`config.mk`:
```
export PLATFORM = sky130hd
export DESIGN_NAME = muldiv_unit
export DESIGN_NICKNAME = d
export VERILOG_FILES = /design/src/rtl/muldiv_pkg.sv /design/src/rtl/muldiv_step.sv /design/src/rtl/muldiv_unit.sv
export SDC_FILE = /design/constraint.sdc
export NUM_CORES = 1
export LEC_CHECK = 0
export ABC_AREA = 1
export CAP_MARGIN = 20
export CORE_UTILIZATION = 45
export CTS_CLUSTER_DIAMETER = 100
export DETAILED_ROUTE_END_ITERATION = 6
export PLACE_DENSITY = 0.65
export SLEW_MARGIN = 10
export SYNTH_ARGS = -nofsm -noshare
export SYNTH_HDL_FRONTEND = slang
export SYNTH_SLANG_ARGS = --single-unit
```
`constraint.sdc`:
```
create_clock -name clk -period 5.4 [get_ports clk]
set_input_delay 1.08 -clock clk [delete_from_list [all_inputs] [get_ports clk]]
set_output_delay 1.08 -clock clk [all_outputs]
set_load 0.01 [all_outputs]
```
`src/rtl/muldiv_pkg.sv`:
```
// muldiv_pkg: shared constants for the RV32M multiply/divide unit.
//   - RV32M funct3 encodings (F3_MUL..F3_REMU)
//   - FSM state encoding (S_IDLE..S_DONE)
//   - default operand width
//   - fixed results for divide-by-zero and signed overflow
package muldiv_pkg;

   localparam int XLEN_DEF = 32;

   localparam logic [2:0] F3_MUL    = 3'd0;
   localparam logic [2:0] F3_MULH   = 3'd1;
   localparam logic [2:0] F3_MULHSU = 3'd2;
   localparam logic [2:0] F3_MULHU  = 3'd3;
   localparam logic [2:0] F3_DIV    = 3'd4;
   localparam logic [2:0] F3_DIVU   = 3'd5;
   localparam logic [2:0] F3_REM    = 3'd6;
   localparam logic [2:0] F3_REMU   = 3'd7;

   localparam logic [1:0] S_IDLE = 2'd0;
   localparam logic [1:0] S_RUN  = 2'd1;
   localparam logic [1:0] S_FIX  = 2'd2;
   localparam logic [1:0] S_DONE = 2'd3;

   localparam logic [31:0] DIV_ZERO_QUO = 32'hFFFF_FFFF;
   localparam logic [31:0] OVF_QUO      = 32'h8000_0000;
   localparam logic [31:0] OVF_REM      = 32'h0000_0000;

   // funct3[2] separates the divide group from the multiply group.
   function automatic logic is_div_op(input logic [2:0] f3);
      return f3[2];
   endfunction

endpackage

```
`src/rtl/muldiv_step.sv`:
```
// muldiv_step: one radix-2 iteration of the shared 2*XLEN accumulator.
//   is_div  in  : 0 = shift-add multiply step, 1 = restoring divide step
//   acc_i   in  : accumulator before the step
//   b_i     in  : multiplicand / divisor magnitude
//   acc_o   out : accumulator after the step
// Multiply: acc = {partial product, remaining multiplier bits}, shifted right.
// Divide:   acc = {remainder, dividend/quotient bits}, shifted left; after
//           XLEN steps the upper half is the remainder, the lower the quotient.
module muldiv_step #(
   parameter int XLEN = 32
) (
   input  logic              is_div,
   input  logic [2*XLEN-1:0] acc_i,
   input  logic [XLEN-1:0]   b_i,
   output logic [2*XLEN-1:0] acc_o
);

   logic [XLEN:0] sum;
   logic [XLEN:0] hi_sh;
   logic [XLEN:0] diff;

   always_comb begin
      sum   = {1'b0, acc_i[2*XLEN-1:XLEN]} + (acc_i[0] ? {1'b0, b_i} : '0);
      // Remainder < divisor, so the shifted trial value always fits XLEN+1 bits
      // and diff's top bit is a reliable borrow.
      hi_sh = acc_i[2*XLEN-1:XLEN-1];
      diff  = hi_sh - {1'b0, b_i};
      if (is_div) begin
         if (!diff[XLEN]) acc_o = {diff[XLEN-1:0], acc_i[XLEN-2:0], 1'b1};
         else             acc_o = {hi_sh[XLEN-1:0], acc_i[XLEN-2:0], 1'b0};
      end else begin
         acc_o = {sum, acc_i[XLEN-1:1]};
      end
   end

endmodule

```
`src/rtl/muldiv_unit.sv`:
```
// muldiv_unit: iterative RV32M multiply/divide unit with start/busy/done.
//   clk, rst (async, active-high)
//   start   in  : request, accepted in IDLE only
//   funct3  in  : RV32M operation
//   op_a    in  : rs1 value
//   op_b    in  : rs2 value
//   rd_in   in  : destination register index
//   busy    out : operation in progress
//   done    out : one-cycle pulse, result/rd_out valid
//   result  out : result, held until overwritten by the next operation
//   rd_out  out : rd_in latched at start
// Build option MULDIV_FAST_MUL_EN: multiplies finish in a single RUN cycle
// using a combinational 64-bit product; divides are unchanged.
//
// state  | meaning
// IDLE   | waiting for start
// RUN    | one iteration per cycle (XLEN cycles)
// FIX    | sign correction and special cases, result registered
// DONE   | done pulse, return to IDLE
module muldiv_unit
   import muldiv_pkg::*;
#(
   parameter int XLEN  = XLEN_DEF,
   parameter int CNT_W = 6
) (
   input  logic            clk,
   input  logic            rst,
   input  logic            start,
   input  logic [2:0]      funct3,
   input  logic [XLEN-1:0] op_a,
   input  logic [XLEN-1:0] op_b,
   input  logic [4:0]      rd_in,
   output logic            busy,
   output logic            done,
   output logic [XLEN-1:0] result,
   output logic [4:0]      rd_out
);

   localparam logic [CNT_W-1:0] CNT_LAST = CNT_W'(XLEN - 1);

   logic [1:0]        state_q, state_d;
   logic [CNT_W-1:0]  cnt_q, cnt_d;
   logic [2:0]        f3_q, f3_d;
   logic [4:0]        rd_q, rd_d;
   logic [2*XLEN-1:0] acc_q, acc_d;
   logic [XLEN-1:0]   b_q, b_d;
   logic              neg_q, neg_d;
   logic              bz_q, bz_d;
   logic              ovf_q, ovf_d;
   logic [XLEN-1:0]   result_q, result_d;

   logic              sgn_a, sgn_b;
   logic [XLEN-1:0]   mag_a, mag_b;
   logic [2*XLEN-1:0] step_acc;
   logic [2*XLEN-1:0] prod_s;
   logic [XLEN-1:0]   div_v, div_s, fix_res;

   muldiv_step #(.XLEN(XLEN)) u_step (
      .is_div (is_div_op(f3_q)),
      .acc_i  (acc_q),
      .b_i    (b_q),
      .acc_o  (step_acc)
   );

`ifdef MULDIV_FAST_MUL_EN
   logic [2*XLEN-1:0] fast_prod;
   assign fast_prod = {{XLEN{1'b0}}, acc_q[XLEN-1:0]} * {{XLEN{1'b0}}, b_q};
`endif

   // Operand conditioning at start: which operands are read as signed.
   always_comb begin
      sgn_a = op_a[XLEN-1] & (funct3 == F3_MULH || funct3 == F3_MULHSU ||
                              funct3 == F3_DIV  || funct3 == F3_REM);
      sgn_b = op_b[XLEN-1] & (funct3 == F3_MULH || funct3 == F3_DIV ||
                              funct3 == F3_REM);
      mag_a = sgn_a ? -op_a : op_a;
      mag_b = sgn_b ? -op_b : op_b;
   end

   // Sign correction and special-case selection, used in FIX.
   always_comb begin
      prod_s = neg_q ? -acc_q : acc_q;
      div_v  = f3_q[1] ? acc_q[2*XLEN-1:XLEN] : acc_q[XLEN-1:0];
      div_s  = neg_q ? -div_v : div_v;
      if (!is_div_op(f3_q)) begin
         fix_res = (f3_q == F3_MUL) ? prod_s[XLEN-1:0] : prod_s[2*XLEN-1:XLEN];
      end else if (ovf_q) begin
         fix_res = f3_q[1] ? OVF_REM : OVF_QUO;
      end else if (bz_q && !f3_q[1]) begin
         fix_res = DIV_ZERO_QUO;
      end else begin
         // Remainder by zero falls out of the iteration as |a| with the
         // dividend's sign restored, i.e. op_a itself.
         fix_res = div_s;
      end
   end

   always_comb begin
      state_d  = state_q;
      cnt_d    = cnt_q;
      f3_d     = f3_q;
      rd_d     = rd_q;
      acc_d    = acc_q;
      b_d      = b_q;
      neg_d    = neg_q;
      bz_d     = bz_q;
      ovf_d    = ovf_q;
      result_d = result_q;
      case (state_q)
         S_IDLE: begin
            if (start) begin
               f3_d    = funct3;
               rd_d    = rd_in;
               acc_d   = {{XLEN{1'b0}}, mag_a};
               b_d     = mag_b;
               neg_d   = (funct3 == F3_REM) ? sgn_a : (sgn_a ^ sgn_b);
               bz_d    = (op_b == '0);
               ovf_d   = (funct3 == F3_DIV || funct3 == F3_REM) &&
                         (op_a == {1'b1, {(XLEN-1){1'b0}}}) && (op_b == '1);
               cnt_d   = '0;
               state_d = S_RUN;
            end
         end
         S_RUN: begin
            acc_d = step_acc;
            cnt_d = cnt_q + CNT_W'(1);
            if (cnt_q == CNT_LAST) state_d = S_FIX;
`ifdef MULDIV_FAST_MUL_EN
            if (!is_div_op(f3_q)) begin
               acc_d   = fast_prod;
               state_d = S_FIX;
            end
`endif
         end
         S_FIX: begin
            result_d = fix_res;
            state_d  = S_DONE;
         end
         default: begin
            state_d = S_IDLE;
         end
      endcase
   end

   always_ff @(posedge clk or posedge rst) begin
      if (rst) begin
         state_q  <= S_IDLE;
         cnt_q    <= '0;
         f3_q     <= '0;
         rd_q     <= '0;
         acc_q    <= '0;
         b_q      <= '0;
         neg_q    <= 1'b0;
         bz_q     <= 1'b0;
         ovf_q    <= 1'b0;
         result_q <= '0;
      end else begin
         state_q  <= state_d;
         cnt_q    <= cnt_d;
         f3_q     <= f3_d;
         rd_q     <= rd_d;
         acc_q    <= acc_d;
         b_q      <= b_d;
         neg_q    <= neg_d;
         bz_q     <= bz_d;
         ovf_q    <= ovf_d;
         result_q <= result_d;
      end
   end

   assign busy   = (state_q == S_RUN) || (state_q == S_FIX);
   assign done   = (state_q == S_DONE);
   assign result = result_q;
   assign rd_out = rd_q;

endmodule

```
Word-level counts from Yosys, hierarchy flattened
Index checks and enable logic that the tools add are counted.
{"block": "word_totals", "word_cells": 71, "out_inout_bits": 39, "input_bits": 75, "ff_bits": 147}
{"block": "op_classes", "reduce_logical": 18, "n_addsub": 7, "n_eq_ne": 12, "bitwise": 3, "n_mux": 21}
{"cell": "32-bit two-way mux", "count": 10}
{"cell": "64-bit two-way mux", "count": 4}
{"cell": "64-bit case mux with 2 select lines", "count": 1}
{"cell": "32-bit negation", "count": 3}
{"cell": "32-bit == test (second input constant)", "count": 2}
{"cell": "64-bit negation", "count": 1}
{"cell": "32-bit by 33-bit adder with 33-bit output", "count": 1}
{"cell": "33-bit by 32-bit subtractor with 33-bit output", "count": 1}
{"cell": "32-bit logical NOT", "count": 1}
{"cell": "6-bit case mux with 2 select lines", "count": 1}
{"cell": "1-bit logical OR", "count": 7}
{"cell": "6-bit by 1-bit adder with 6-bit output (second input constant)", "count": 1}
{"cell": "3-bit == test (second input constant)", "count": 2}
{"cell": "6-bit by 5-bit == test with 1-bit output (second input constant)", "count": 1}
{"cell": "6-bit two-way mux", "count": 1}
{"cell": "2-bit case mux with 3 select lines", "count": 1}
{"cell": "2-bit AND reduction", "count": 3}
{"cell": "2-bit == test (second input constant)", "count": 2}
{"cell": "2-bit two-way mux", "count": 2}
{"cell": "2-bit inequality test (second input constant)", "count": 2}
{"cell": "3-bit by 1-bit == test with 1-bit output (second input constant)", "count": 1}
{"cell": "3-bit by 2-bit == test with 1-bit output (second input constant)", "count": 1}
{"cell": "1-bit logical AND", "count": 3}
{"cell": "3-bit logical NOT", "count": 1}
{"cell": "other kinds (7)", "count": 8}

Depth between registers and ports, before layout
{"block": "logic_depth", "depth_word": 8, "mapped_depth": 21, "depth_no_buf": 19}

Modules after synthesis
Synthesis repeated with hierarchy kept, for this count alone.
{"block": "hier_totals", "cells_unflattened": 3329, "hier_area_um2": 18556.5}
{"module": "muldiv_unit", "cells_each": 2022, "area_per_inst_um2": 12220.5, "instances": 1, "seq_area_each_um2": 3678.5}
{"module": "muldiv_step", "cells_each": 1307, "area_per_inst_um2": 6336.1, "instances": 1, "seq_area_each_um2": 0.0}

Worst setup path before layout
Ideal clock, no wire load.
{"block": "synth_timing", "path_type": "input-to-reg", "start": "in op_b[1]", "end": "reg b_q[20]", "required_time_ps": 5269, "path_buffers": 0, "setup_time_ps": 131, "cell_stages": 12, "arrival_time_ps": 2439, "path_slack_ps": 2830, "path_cell_list": "inv_1 -> ha_1 -> nand3_1 -> nor2_1 -> nand3_1 -> nand3b_1 -> nor3_1 -> nand2_1 -> nand2_1 -> nand2_1 -> nand3_1 -> o21ai_0"}
{"block": "synth_between", "elab_chain_cells": 2}
{"element": "from (decl)", "line_no": "muldiv_unit.sv:31", "source": "input logic [XLEN-1:0] op_b,"}
{"element": "32-bit negation", "line_no": "muldiv_unit.sv:77", "source": "mag_b = sgn_b ? -op_b : op_b;"}
{"element": "32-bit two-way mux", "line_no": "muldiv_unit.sv:77"}
{"element": "to (signal assigned)", "line_no": "muldiv_unit.sv:152", "source": "b_q <= '0;"}
{"element": "to (signal assigned)", "line_no": "muldiv_unit.sv:163", "source": "b_q <= b_d;"}
{"element": "to (decl)", "line_no": "muldiv_unit.sv:46", "source": "logic [XLEN-1:0] b_q, b_d;"}
No other way between the ends.
A chain may end at the register's enable or synchronous reset.

Final worst setup path
{"block": "layout_timing", "start": "reg acc_q[54]", "end": "reg acc_q[57]"}
{"block": "layout_between", "elab_chain_cells": 4, "elab_cells_between_ends": 5, "cone_classes": "add/sub: 2; mux: 3"}
{"element": "from (decl)", "line_no": "muldiv_unit.sv:45", "source": "logic [2*XLEN-1:0] acc_q, acc_d;"}
{"element": "from (signal assigned)", "line_no": "muldiv_unit.sv:151", "source": "acc_q <= '0;"}
{"element": "from (signal assigned)", "line_no": "muldiv_unit.sv:162", "source": "acc_q <= acc_d;"}
{"element": "33-bit by 32-bit subtractor with 33-bit output", "line_no": "muldiv_step.sv:27", "source": "diff = hi_sh - {1'b0, b_i};"}
{"element": "64-bit two-way mux", "line_no": "muldiv_step.sv:29", "source": "if (!diff[XLEN]) acc_o = {diff[XLEN-1:0], acc_i[XLEN-2:0], 1'b1};"}
{"element": "64-bit two-way mux *", "line_no": "muldiv_step.sv:28", "source": "if (is_div) begin"}
{"element": "64-bit case mux with 2 select lines *", "line_no": "muldiv_unit.sv:109", "source": "case (state_q)"}
Mark *: on every way between the ends. The rest lies on a longest branch, timed or not.

==> flow_summary_export.csv <==
group,metric,value,unit
yosys,synth_edf_count,0,
min_path,hold_class,"register to register",
die,die_height,202,um
cts,ctsHoldBuffers,0,
timing,fin_ws,2.03,ns
yosys,syn-num-nets,3399,
yosys,synth.area.top_cells,"nand2_1 22%, dfrtp_1 20%, nand3_1 9.9%",
yosys,synthFlopType,"dfrtp_1",
timing,finalCritPeriodShare,62.5,%
pwr,switchingPower,8.24,mW
setup_path,critPathKind,"register to register",
finish,fillerInstances,4176,
timing,fin_setup_tns,0,ns
drt,via_count,21981,
drt,wl,76200,um
die,io_pins,114,
timing,finalHoldViolCount,0,
setup_path,crit_start,"acc_q[54]$_DFFE_PP0P_",
die,start_util,46.1,%
finish,area_growth,11.7,%
timing,max_freq,0.296,GHz
timing,relSlewSlack,31.1,%
place,io_buffers,113,
yosys,synth_top_area_share,22.4,%
grt,grt_pass1_vias,20175,
drt,drc,3,
run_status,status,"complete, but fails checks",
drt,wl_per_cell,19.9,um
pwr,ir_worst_vdd,0.692,mV
place,placedCellCount,3788,
timing,tightest_slew,1.03,ns
cts,clock_latency,0.48,ns
cts,cts_resized,0,
cts,cts_root_buf,"clkbuf_16",
timing,setup_viol,0,
timing,drv_slew,0,
grt,grt.total_usage,37.5,%
die,num_rows,72,
place,place_ws,1.82,ns
pwr,clock_power_share,9.6,%
setup_path,crit_path_end_kind,"register",
timing,fin_crit,3.37,ns
cts,path_clk_slew,0.08,ns
yosys,synthCells,3248,
finish,layout.area.seq,3690,um2
setup_path,rrSetupSlack,2.03,ns
yosys,synth_area_per_cell,5.53,um2
cts,cts_num_sinks,147,
place,hpwl,60400,um
pwr,power_density,673,nW/um2
finish,drive_above_1_share,3.42,%
die,core_area,39000,um2
min_path,holdCritStartpoint,"result[9]$_DFFE_PP0P_",
setup_path,start_kind,"register",
grt,met3_usage,7.40,%
min_path,holdPathEnd,"result[9]$_DFFE_PP0P_",
cts,cts_buffers,17,
cts,cts_max_path_buffers,2,
cts,htree_levels,4,
finish,fin_nets,3440,
grt,grtUsageMet1,56.2,%
cts,post_cts_buffers,0,
yosys,ys_seq_elements,147,
grt,grt-ovfl-total,0,
run_status,violations,"design-rule violations",
grt,use_met2,52.0,%
die,dieArea,40700,um2
drt,drt_iter0_drc,2612,
yosys,ys_async_sr_fraction,100,%
setup_path,worstPathRequired,5.76,ns
drt,ant_nets,0,
grt,antenna_found_initial,1,
yosys,synth_top_area_cell,"nand2_1",
min_path,holdPathStages,2,
setup_path,reg2reg_from,"acc_q[54]$_DFFE_PP0P_",
pwr,switching_share,61.0,%
finish,stdcell_count,3821,
drt,vias_per_cell,5.75,
pwr,p_comb_share,70.8,%
setup_path,critPathArrivalTime,3.73,ns
grt,grt_pass1_wl,118000,um
place,place_congestion,1.02,
timing,finalClockSkew,0.0146,ns
yosys,syn_area,18000,um2
setup_path,timing.rr.end,"acc_q[57]$_DFFE_PP0P_",
yosys,yosysSeqAreaShare,20.5,%
yosys,synth_cell_types,46,
grt,grt_max_degree,88,
pwr,p_leak,10.0,nW
setup_path,crit_path_max_fanout,22,
pwr,seqPwrFrac,19.7,%
drt,first_pass_iters,7,
die,die_x,202,um
cts,cts_tree,"done",
finish,multi_input_area,12200,um2
timing,rsz0062_at_grt,"false",
grt,busiest_layer,"met1",
pwr,p_int,5.27,mW
yosys,yosysWarnings,0,
flow_run,cap_violations,0,
setup_path,rr_worst_depth,14,
[synth_stat cells, types with 6 or more instances]
| master | count |
|---|---|
| nand2_2 | 8 |
| nor2_1 | 388 |
| nor2_2 | 11 |
| buf_1 | 14 |
| dfrtp_1 | 147 |
| xor2_1 | 36 |
| nand4_1 | 45 |
| a21oi_1 | 195 |
| o21ai_0 | 188 |
| nand2_1 | 1073 |
| o21ai_1 | 20 |
| ha_1 | 74 |
| clkbuf_1 | 72 |
| o21bai_1 | 11 |
| o211ai_1 | 9 |
| nand3b_1 | 14 |
| inv_2 | 10 |
| nor4_1 | 10 |
| a22oi_1 | 9 |
| nor3_1 | 38 |
| a31oi_1 | 26 |
| buf_6 | 6 |
| inv_1 | 399 |
| buf_4 | 8 |
| buf_2 | 15 |
| xnor2_1 | 21 |
| nand3_1 | 355 |
| a21o_1 | 7 |
[logic make-up (layout without fill, tap and decap cells)]
kind of cell    Yosys count  in the layout  synth area share [%]
compound gates          481            481                  14.4
xor+xnor                 57             57                  2.78
fa+ha+maj                76             76                  5.38
buf+inv                 528            582                  11.6
flops                   147            147                  20.5
other cells               0              1                     0
simple gates           1959           1959                  45.5
[metrics by stage]
step	util, %	power, mW	area [um2]	hold slack [ns]
after floorplan	-	8.69	18000	0.454
after global placement	49.8	11.8	19400	0.461
after detailed placement	49.8	11.9	19400	0.465
after CTS	51.4	13.2	20100	0.485
after global routing	51.4	14.6	20100	0.523
final	51.4	13.5	20100	0.479
[power groups by stage]
stage	clock network [mW]	logic [mW]	registers, mW
global route	1.34	10.6	2.69
floorplan	0	6.62	2.07
finish	1.29	9.56	2.66
global placement	0	9.16	2.59
detailed placement	0	9.25	2.61
CTS	1.30	9.30	2.59
[critical path, stage by stage, from the launching register on]
cell and delay [ns]:
dfrtp_1 0.85, ha_1 0.43, nand2_1 0.16, inv_1 0.05, a21oi_1 0.22, nand2_1 0.10, a21oi_1 0.31, nand3_1 0.12
nand2_1 0.28, buf_4 0.35, nand2_1 0.12, nand2_1 0.07, nand2_1 0.05, nand3_1 0.08, nand2_1 0.06
[registers in the layout, indices dropped and copies added, names as in the netlist]
signal and cells:
bz_q 1, result 32, f3_q 3, ovf_q 1, acc_q 64, cnt_q 6, neg_q 1, rd_out 5
state_q 2, b_q 32
[layout make-up]
class	instances	area share (%)
multi-input combinational	2573	60.9
sequential	147	18.4
inverter	412	7.73
timing repair buffer	138	6.57
tap	518	3.23
clock buffer	17	2.12
clock inverter	15	1.00
antenna	1	0.0125
[how the worst max path moves through the flow]
stage / to
3_5_place_dp: cnt_q[5]$_DFFE_PP0P_
2_1_floorplan: acc_q[0]$_DFFE_PP0P_
6_report: acc_q[57]$_DFFE_PP0P_
3_3_place_gp: acc_q[0]$_DFFE_PP0P_
5_1_grt: acc_q[41]$_DFFE_PP0P_
4_1_cts: result[15]$_DFFE_PP0P_
[cell usage in the layout (no fill, tap or decap), types with 3 or more instances in the layout]
| cell | count |
|---|---|
| nand3b_1 | 14 |
| clkbuf_16 | 17 |
| o21ai_0 | 188 |
| or2_2 | 4 |
| nor2_4 | 5 |
| o21a_1 | 3 |
| buf_4 | 25 |
| a21o_1 | 7 |
| inv_8 | 4 |
| xor2_1 | 36 |
| clkdlybuf4s50_1 | 113 |
| nand2_1 | 1072 |
| o21bai_1 | 11 |
| xnor2_1 | 21 |
| a31oi_1 | 26 |
| nor3_1 | 38 |
| o21ai_1 | 19 |
| inv_2 | 10 |
| nor2_1 | 386 |
| a21oi_1 | 195 |
| clkinv_8 | 7 |
| ha_1 | 74 |
| o211ai_1 | 9 |
| o21ai_2 | 5 |
| nand2_2 | 9 |
| nand3_1 | 355 |
| a22oi_1 | 9 |
| nor2_2 | 13 |
| inv_1 | 398 |
| dfrtp_1 | 144 |
| nor4_1 | 10 |
| nand4_1 | 45 |
| clkinv_1 | 3 |
[routing by layer]
layer	part of all wire, %	wire length [um]
met1	46	35000
met2	39	29800
met3	11	8460
met4	3.8	2920
met5	0	0
(Power assumes the default switching activity.)
